<file path="src/rtl/mont_mul_lsu_arb.sv">
// Shares one data-memory LSU port between the core and a mont_mul instance,
// holds the four operand base addresses and sequences mont_mul start/done.
module mont_mul_lsu_arb #(
  parameter int unsigned ADDR_W    = 32,
  parameter logic [1:0]  DATA_WORD = 2'b10
) (
  input  logic              clk,
  input  logic              rst,
  input  logic              cfg_we,
  input  logic [1:0]        cfg_sel,
  input  logic [ADDR_W-1:0] cfg_wdata,
  input  logic              cmd_start,
  output logic              cmd_busy,
  output logic              cmd_done,
  output logic              cfg_err,
  output logic              mm_start,
  input  logic              mm_done,
  input  logic              mm_ren,
  input  logic              mm_wen,
  input  logic [1:0]        mm_op_sel,
  input  logic [31:0]       mm_addr_offset,
  input  logic [31:0]       mm_wdata,
  output logic              mm_lsu_done,
  output logic [31:0]       mm_rdata,
  input  logic              core_ren,
  input  logic              core_wen,
  input  logic [ADDR_W-1:0] core_addr,
  input  logic [1:0]        core_type,
  input  logic [31:0]       core_wdata,
  output logic              core_done,
  output logic [31:0]       core_rdata,
  output logic              mem_ren,
  output logic              mem_wen,
  output logic [ADDR_W-1:0] mem_addr,
  output logic [1:0]        mem_type,
  output logic [31:0]       mem_wdata,
  input  logic              mem_done,
  input  logic [31:0]       mem_rdata
);

  typedef enum logic [1:0] {S_IDLE, S_RUN, S_DONE} seq_e;
  typedef enum logic [1:0] {A_IDLE, A_CORE, A_MM} arb_e;

  seq_e              seq_q, seq_d;
  arb_e              arb_q, arb_d;
  logic              last_mm_q, last_mm_d;
  logic              cfg_err_q, cfg_err_d;
  logic [ADDR_W-1:0] base_q [4];
  logic [ADDR_W-1:0] base_d [4];
  logic              req_core, req_mm;
  logic [ADDR_W-1:0] mm_addr_abs;

  assign req_core    = core_ren | core_wen;
  assign req_mm      = mm_ren | mm_wen;
  assign mm_addr_abs = base_q[mm_op_sel] + ADDR_W'(mm_addr_offset);

  assign mm_start   = (seq_q == S_RUN);
  assign cmd_busy   = (seq_q != S_IDLE);
  assign cmd_done   = (seq_q == S_DONE);
  assign cfg_err    = cfg_err_q;
  assign core_rdata = mem_rdata;
  assign mm_rdata   = mem_rdata;

  // Sequencer and base registers: writes land at the same edge that leaves
  // S_IDLE, so an operation started alongside a write sees the new base.
  always_comb begin
    seq_d     = seq_q;
    base_d    = base_q;
    cfg_err_d = 1'b0;
    if (cfg_we) begin
      if (seq_q == S_IDLE) base_d[cfg_sel] = cfg_wdata;
      else                 cfg_err_d = 1'b1;
    end
    case (seq_q)
      S_IDLE:  if (cmd_start) seq_d = S_RUN;
      S_RUN:   if (mm_done)   seq_d = S_DONE;
      S_DONE:  seq_d = S_IDLE;
      default: seq_d = S_IDLE;
    endcase
  end

  always_comb begin
    arb_d       = arb_q;
    last_mm_d   = last_mm_q;
    mem_ren     = 1'b0;
    mem_wen     = 1'b0;
    mem_addr    = '0;
    mem_type    = '0;
    mem_wdata   = '0;
    core_done   = 1'b0;
    mm_lsu_done = 1'b0;
    case (arb_q)
      A_IDLE: begin
        // On a tie the requester that did not own the port last time wins.
        if (req_core && (!req_mm || last_mm_q)) arb_d = A_CORE;
        else if (req_mm)                        arb_d = A_MM;
      end
      A_CORE: begin
        mem_ren   = core_ren;
        mem_wen   = core_wen;
        mem_addr  = core_addr;
        mem_type  = core_type;
        mem_wdata = core_wdata;
        core_done = mem_done;
        if (mem_done) begin
          last_mm_d = 1'b0;
          arb_d     = A_IDLE;
        end
      end
      A_MM: begin
        mem_wen     = mm_wen;
        mem_ren     = mm_ren & ~mm_wen;
        mem_addr    = mm_addr_abs;
        mem_type    = DATA_WORD;
        mem_wdata   = mm_wdata;
        mm_lsu_done = mem_done;
        if (mem_done) begin
          last_mm_d = 1'b1;
          arb_d     = A_IDLE;
        end
      end
      default: arb_d = A_IDLE;
    endcase
  end

  always_ff @(posedge clk) begin
    if (rst) begin
      seq_q     <= S_IDLE;
      arb_q     <= A_IDLE;
      last_mm_q <= 1'b1;
      cfg_err_q <= 1'b0;
      for (int unsigned i = 0; i < 4; i++) base_q[i] <= '0;
    end else begin
      seq_q     <= seq_d;
      arb_q     <= arb_d;
      last_mm_q <= last_mm_d;
      cfg_err_q <= cfg_err_d;
      base_q    <= base_d;
    end
  end

endmodule

</file>
<file path="config.mk">
export PLATFORM = sky130hd
export DESIGN_NAME = mont_mul_lsu_arb
export DESIGN_NICKNAME = d
export VERILOG_FILES = /design/src/rtl/mont_mul_lsu_arb.sv
export SDC_FILE = /design/constraint.sdc
export NUM_CORES = 1
export LEC_CHECK = 0
export CAP_MARGIN = 20
export CORE_ASPECT_RATIO = 0.8
export CORE_MARGIN = 5
export CORE_UTILIZATION = 40
export CTS_CLUSTER_SIZE = 12
export DETAILED_ROUTE_END_ITERATION = 12
export PLACE_DENSITY = 0.76
export SYNTH_ARGS = -nofsm -noshare
export SYNTH_HDL_FRONTEND = slang
export SYNTH_SLANG_ARGS = --single-unit
</file>
<file path="constraint.sdc">
create_clock -name clk -period 10.15 [get_ports clk]
set_clock_uncertainty 0.2 [all_clocks]
set_input_delay 1.015 -clock clk [delete_from_list [all_inputs] [get_ports clk]]
set_output_delay 1.015 -clock clk [all_outputs]
set_load 0.01 [all_outputs]
</file>
==> reports/results.ini, run 1 <==
[timing]
hold_viol=0
max_freq_mhz=147
post-route-period-util_pct=67.2
setup_violations=0
slew-limit-headroom_pct=39.1
slew_viol_final=0
rsz0062_at_grt=false
tightest_slew_ps=911
min_period_ps=6820
setup_tns_ps=0

[synth]
ys_ff_latch=134
syn_area_mm2=0.00820
synth_area_leaders=dfxtp_1 (33%), nand2_1 (14%), a21oi_1 (9.8%)
synth_edf_count=0
synth_area_per_cell_um2=7.80
synth_common_cells=nand2_1 (314), a21oi_1 (161), dfxtp_1 (134), clkbuf_1 (67), buf_4 (64)
syn_inst=1051
syn-num-nets=1294
synth_top_area_share_pct=32.7
yosysWarnings=0
yosys.cell_count.top_type=nand2_1
synth_largest_area_cell=dfxtp_1
ys_types=49
yosysSeqAreaShare_pct=32.7
synth_flop_cell=dfxtp_1
async_reset_ff_share_pct=0

[critical_path]
cp.required_ps=8940
cp_slowest_cell=mux4_2
r2r_start=seq_q[1]
crit_family=buffers and inverters
cp-end-kind=output port
crit_arrival_ps=5600
crit_fanout=18
crit_start=mm_op_sel[1]
path_buf_inv=3
path_cells=buf_2, buf_4, mux4_2, ha_1, a21oi_1, and4b_1, o21ai_1, or3_1, a221o_1, o41a_1, or4_1, nand3_1, clkdlybuf4s50_1
worstSetupStartpointType=primary input
critPathKind=primary input to output port
cpPeakStageDelay_ps=610

[clocking]
cts_buffer_depth=2
cts_setup_buffers=0
cts.sinks=134
numCtsBuffers=17
htreeDepth=4
cts-root-buf=clkbuf_16
cts_resized=0
clk_pin_slew_worst_paths_ps=60
postCtsHoldBufs=0
cts_tree=built
clkLatencyLatePin_ps=420

[global_route]
antenna_found_initial=4
grt-ovfl-total=0
grt_usage_pct=25.0
grt_pass1_vias=7817
grt_pass1_wl_um=46300
grt_max_degree=75

[die]
chipWidth_um=170
fp.coreArea_mm2=0.0200
rows=46
start_util_pct=41.0
pin_count=346
die_h_um=138
die_area_mm2=0.0235

[placed_design]
placed_cell_area_mm2=0.0104
routabilityCongestion=0.957
port_buffers=249
dp_cells=1439
detailed_place_hpwl_um=23100

[power_and_ir_drop]
power.density_mw_per_mm2=140
irDropWorstVdd_v=0.000133
p_leak_nw=4.04

[detailed_routing]
ant_nets=0
drt-total-wl_um=30500
drc=0
vias_per_cell=5.50
num_vias=8103
drt_iter0_drc=689
dr.pass1.iters=7
routedWlPerCell_um=20.7

[layout]
final_nets=1437
area_growth_pct=33.6
drive_gt1_share_pct=6.71
final_cell_area_mm2=0.0109
layout.cells.non_filler=1473

[status]
status=completed

[min_path]
worstHoldPathType=register to register
hp-start=base_q[52]

[job]
maxCapViolCount=0

==> area by class of cell <==
type,count,area [um2]
fill,1842,9020
multi-input combinational,766,4710
sequential,134,2680
timing repair buffer,261,2570
clock buffer,19,443
tap,264,330
clock inverter,13,146
inverter,14,52.6
antenna,2,5.00
==> flip-flops by register name, summed over array words and instances (netlist names) <==
register / cells
seq_q: 2
arb_q: 2
last_mm_q: 1
cfg_err: 1
base_q: 128
==> final timing paths <==
kind / endpoint / slack, ps / depth (start not counted)
min reg2reg: base_q[52] / 250 / 2
min: base_q[52] / 250 / 2
max: mem_addr[25] / 3330 / 13
max reg2reg: base_q[38] / 7950 / 6
==> logic make-up (layout without fill, tap and decap cells) <==
family                   after synthesis  after routing  share of synthesized area, %
flip-flops                           134            134                          32.7
buffers and inverters                151            307                          9.85
multiplexers                          34             34                          9.04
XOR/XNOR                              26             26                          2.78
adder cells (fa/ha/maj)               35             35                          5.43
AND/OR/NAND/NOR                      381            381                          19.0
AO/OA/AOI/OAI                        290            290                          21.2
other                                  0              2                             0
==> metal layers <==
layer	routed length [um]	global-route usage [%]	vias to the layer above
li1	-	-	3869
met1	12100	31.6	3782
met2	14300	40.5	407
met3	3540	9.83	39
met4	501	5.25	6
met5	47	0	-
==> report_power, final <==
| part | total [mW] | internal [mW] | switching (mW) |
|---|---|---|---|
| Sequential | 0.554 | 0.544 | 0.00983 |
| Clock | 0.614 | 0.371 | 0.243 |
| Combinational | 0.368 | 0.188 | 0.180 |
==> worst register-to-register path: stages, from the launching register on <==
cell     delay (ps)
dfxtp_1         340
nor2_1          270
nand2_1         160
nor2_1          130
and2_2          680
nand2_1         170
a21oi_1         170
==> stage by stage <==
stage / utilization [%] / hold slack, ps / total power, mW / worst slack, ps
after global routing: 54.8 / 269 / 1.60 / 2910
after global placement: 51.8 / 239 / 0.928 / 3330
after detailed placement: 51.8 / 246 / 0.932 / 3320
final: 54.8 / 252 / 1.54 / 3330
after CTS: 54.8 / 255 / 1.54 / 3300
after floorplan: - / 233 / 0.762 / 4270
==> cell usage in the layout, fill, tap and decap left out, types with 17 or more instances in the layout <==
cell | synthesis | layout
ha_1 | 34 | 34
nand2_1 | 314 | 314
mux4_2 | 32 | 32
a22o_1 | 35 | 35
o21ai_0 | 43 | 43
dfxtp_1 | 134 | 134
a21oi_1 | 161 | 161
clkbuf_16 | 0 | 17
clkdlybuf4s50_1 | 0 | 247
No activity file was read; power rests on OpenSTA's default activity.
==> inputs of run 2 (changes only) <==
--- a/config.mk
+++ b/config.mk
@@ -8,10 +8,10 @@
 export CAP_MARGIN = 20
 export CORE_ASPECT_RATIO = 0.8
 export CORE_MARGIN = 5
-export CORE_UTILIZATION = 40
+export CORE_UTILIZATION = 39
 export CTS_CLUSTER_SIZE = 12
 export DETAILED_ROUTE_END_ITERATION = 12
-export PLACE_DENSITY = 0.76
+export PLACE_DENSITY = 0.77
 export SYNTH_ARGS = -nofsm -noshare
 export SYNTH_HDL_FRONTEND = slang
 export SYNTH_SLANG_ARGS = --single-unit
==> constraint.sdc (replaced) <==
create_clock -name clk -period 5.6 [get_ports clk]
set_clock_uncertainty 0.2 [all_clocks]
set_input_delay 0.56 -clock clk [delete_from_list [all_inputs] [get_ports clk]]
set_output_delay 0.56 -clock clk [all_outputs]
set_load 0.01 [all_outputs]
==> run 2 against run 1 <==
  * Cell count increased by 0.75%
  * Hold slack better by 0.95 ps
  * First-iteration DRC count is 11% higher
  * Final area grew 1.0%
  * Die area increased by 2.4%
  * Utilization shrank 1.4 points
  * Register-to-register slack worse by 4800 ps
  * Combinational power increased by 83%
  * Non-clock buffer count is 8 higher
  * Power is 86% higher
  * Clock-buffer cell count is 4 higher
  * Critical endpoint unchanged
  * Largest power group unchanged
==> reports/results.ini, run 2 (synthesis gave the netlist of run 1 again) <==
[critical_path]
crit_start=mm_op_sel[0]  ; was mm_op_sel[1]
cpPeakStageDelay_ps=560  ; was 610 ps
cp_common_cell=clkdlybuf4s50_1
cp_slowest_cell=clkdlybuf4s50_1  ; was mux4_2
r2r_start=seq_q[1]  ; unchanged
worstSetupStartpointType=primary input  ; unchanged
path_cells=clkdlybuf4s50_1, buf_12, mux4_2, ha_1, a21oi_1, and4b_1, o21ai_1, or3_1, a221o_1, o41a_1, or4_1, nand3_1, clkdlybuf4s50_1  ; was buf_2, buf_4, mux4_2, ha_1, a21oi_1, and4b_1, o21ai_1, or3_1, a221o_1, o41a_1, or4_1, nand3_1, clkdlybuf4s50_1
crit_fanout=14  ; was 18
cp.required_ps=4840  ; was 8940 ps
critPathKind=primary input to output port  ; unchanged
crit_arrival_ps=4670  ; was 5600 ps
cp-end-kind=output port  ; unchanged

[timing]
tightest_slew_ps=1000  ; was 911 ps
setup_slack_ps=173  ; was 3330 ps
setup_violations=0  ; unchanged
setup_tns_ps=0  ; unchanged
post-route-period-util_pct=96.9
slew_viol_final=0  ; unchanged
rsz0062_at_grt=false  ; unchanged
slew-limit-headroom_pct=33.2  ; was 39.1%
min_period_ps=5430
max_freq_mhz=184
hold_viol=0  ; unchanged

[layout]
num-fill-cells=1912  ; was 1842
final_nets=1445  ; was 1437
largest_register_ffs=128  ; unchanged
largestRegisters=base_q x128, arb_q x2, seq_q x2  ; unchanged
regArea_mm2=0.00268  ; unchanged
final_common_cell=nand2_1  ; unchanged
area_growth_pct=35.0  ; was 33.6%
drive_gt1_share_pct=7.16  ; was 6.71%
final_cell_mix=nand2_1 (314), clkdlybuf4s50_1 (247), a21oi_1 (160)  ; was nand2_1 (314), clkdlybuf4s50_1 (247), a21oi_1 (161)
n_antenna_cell=0  ; was 2
top_register=base_q  ; unchanged
multi_input_area_mm2=0.00472  ; was 0.00471 mm2

[placed_design]
routabilityCongestion=0.979  ; was 0.957
detailed_place_hpwl_um=23200  ; was 23100 um
port_buffers=249  ; unchanged
place_ws_ps=226  ; was 3320 ps

[detailed_routing]
dr.pass1.iters=7  ; unchanged
drc=0  ; unchanged
vias_per_cell=5.55  ; was 5.50
drt-total-wl_um=30900  ; was 30500 um
routedWlPerCell_um=20.8  ; was 20.7 um
num_vias=8230  ; was 8103
drt_iter0_drc=766  ; was 689
ant_nets=0  ; unchanged

[global_route]
antenna_found_initial=5  ; was 4
grt_pass1_vias=7743  ; was 7817
grt_pass1_wl_um=45700  ; was 46300 um
grt_max_degree=83  ; was 75
grt_usage_pct=24.6  ; was 25.0%
grt-ovfl-total=0  ; unchanged

[clocking]
cts_buffer_depth=2  ; unchanged
postCtsHoldBufs=0  ; unchanged
clk_pin_slew_worst_paths_ps=60  ; about the same
cts_tree=built  ; unchanged
htreeDepth=4  ; unchanged
cts.sinks=134  ; unchanged
clkLatencyLatePin_ps=420  ; about the same
numCtsBuffers=17  ; unchanged
cts-root-buf=clkbuf_16  ; unchanged

[min_path]
hp-start=base_q[113]  ; was base_q[52]
worstHoldPathType=register to register  ; unchanged

[power_and_ir_drop]
p_leak_nw=4.10  ; was 4.04 nW
power.density_mw_per_mm2=258  ; was 140 mW/mm2
irDropWorstVdd_v=0.000234  ; was 0.000133 V

[die]
die_h_um=140  ; was 138 um
chipWidth_um=172  ; was 170 um
fp.coreArea_mm2=0.0207  ; was 0.0200 mm2
die_area_mm2=0.0240  ; was 0.0235 mm2
pin_count=346  ; unchanged
rows=47  ; was 46
start_util_pct=39.6  ; was 41.0%

[status]
status=completed  ; unchanged

[job]
maxCapViolCount=0  ; unchanged

-- run 2: path summary, 6_finish.rpt --
check / cells past startpoint / end / slack (ps)
worst min-delay path: 2 / base_q[113] / 250
worst max-delay path: 13 / mem_addr[25] / 170
worst min register to register: 2 / base_q[113] / 250
worst max register to register: 7 / base_q[81] / 3160
-- run 2: cell type report --
cell class,instances,area share [%]
inverters,14,0.475
clock inverters,9,1.33
clock buffers,23,4.32
repair buffers,269,23.9
flip-flops and latches,134,24.3
well taps,269,3.04
multi-input cells,766,42.6
-- run 2: layer usage --
layer | vias to the layer above | GRT usage [%] | routed length (um)
met3 | 49 | 9.67 | 3850
met5 | - | 0 | 71
met4 | 10 | 5.58 | 541
li1 | 3887 | - | -
met1 | 3843 | 32.5 | 12300
met2 | 441 | 38.2 | 14100
-- run 2: worst max-delay path: cells and delay by family --
kind | cells | cell delay [ps]
simple gates | 4 | 1260
buf+inv | 3 | 1240
compound gates | 4 | 960
mux | 1 | 340
fa+ha+maj | 1 | 300
-- run 2: where the power goes --
group / internal, mW / switching, mW
clock network: 0.777 / 0.401
logic: 0.345 / 0.330
registers: 0.987 / 0.0170
total: 2.11 / 0.748
-- run 2: through the flow --
stage | hold slack (ps) | power [mW] | utilization, % | area [um2] | cells
6_report | 253 | 2.86 | 53.4 | 11100 | 1484
5_1_grt | 266 | 2.97 | 53.4 | 11100 | 1484
4_1_cts | 252 | 2.87 | 53.4 | 11100 | 1483
3_5_place_dp | 244 | 1.69 | 50.4 | 10400 | 1451
3_3_place_gp | 239 | 1.69 | 50.4 | 10400 | 1451
2_1_floorplan | 233 | 1.38 | - | 8200 | 1051
-- run 2: timing repair --
action,4_1_cts,5_1_grt
setup buffers,0,1
endpoints found under the setup margin,0,3
gates resized for setup,0,1
==> inputs of run 3 (changes only) <==
--- a/config.mk
+++ b/config.mk
@@ -9,6 +9,7 @@
 export CORE_ASPECT_RATIO = 0.8
 export CORE_MARGIN = 5
 export CORE_UTILIZATION = 39
+export CTS_CLUSTER_DIAMETER = 80
 export CTS_CLUSTER_SIZE = 12
 export DETAILED_ROUTE_END_ITERATION = 12
 export PLACE_DENSITY = 0.77
==> results of run 3 <==
No change in the layout: final DEF, timing and power equal those of run 2.
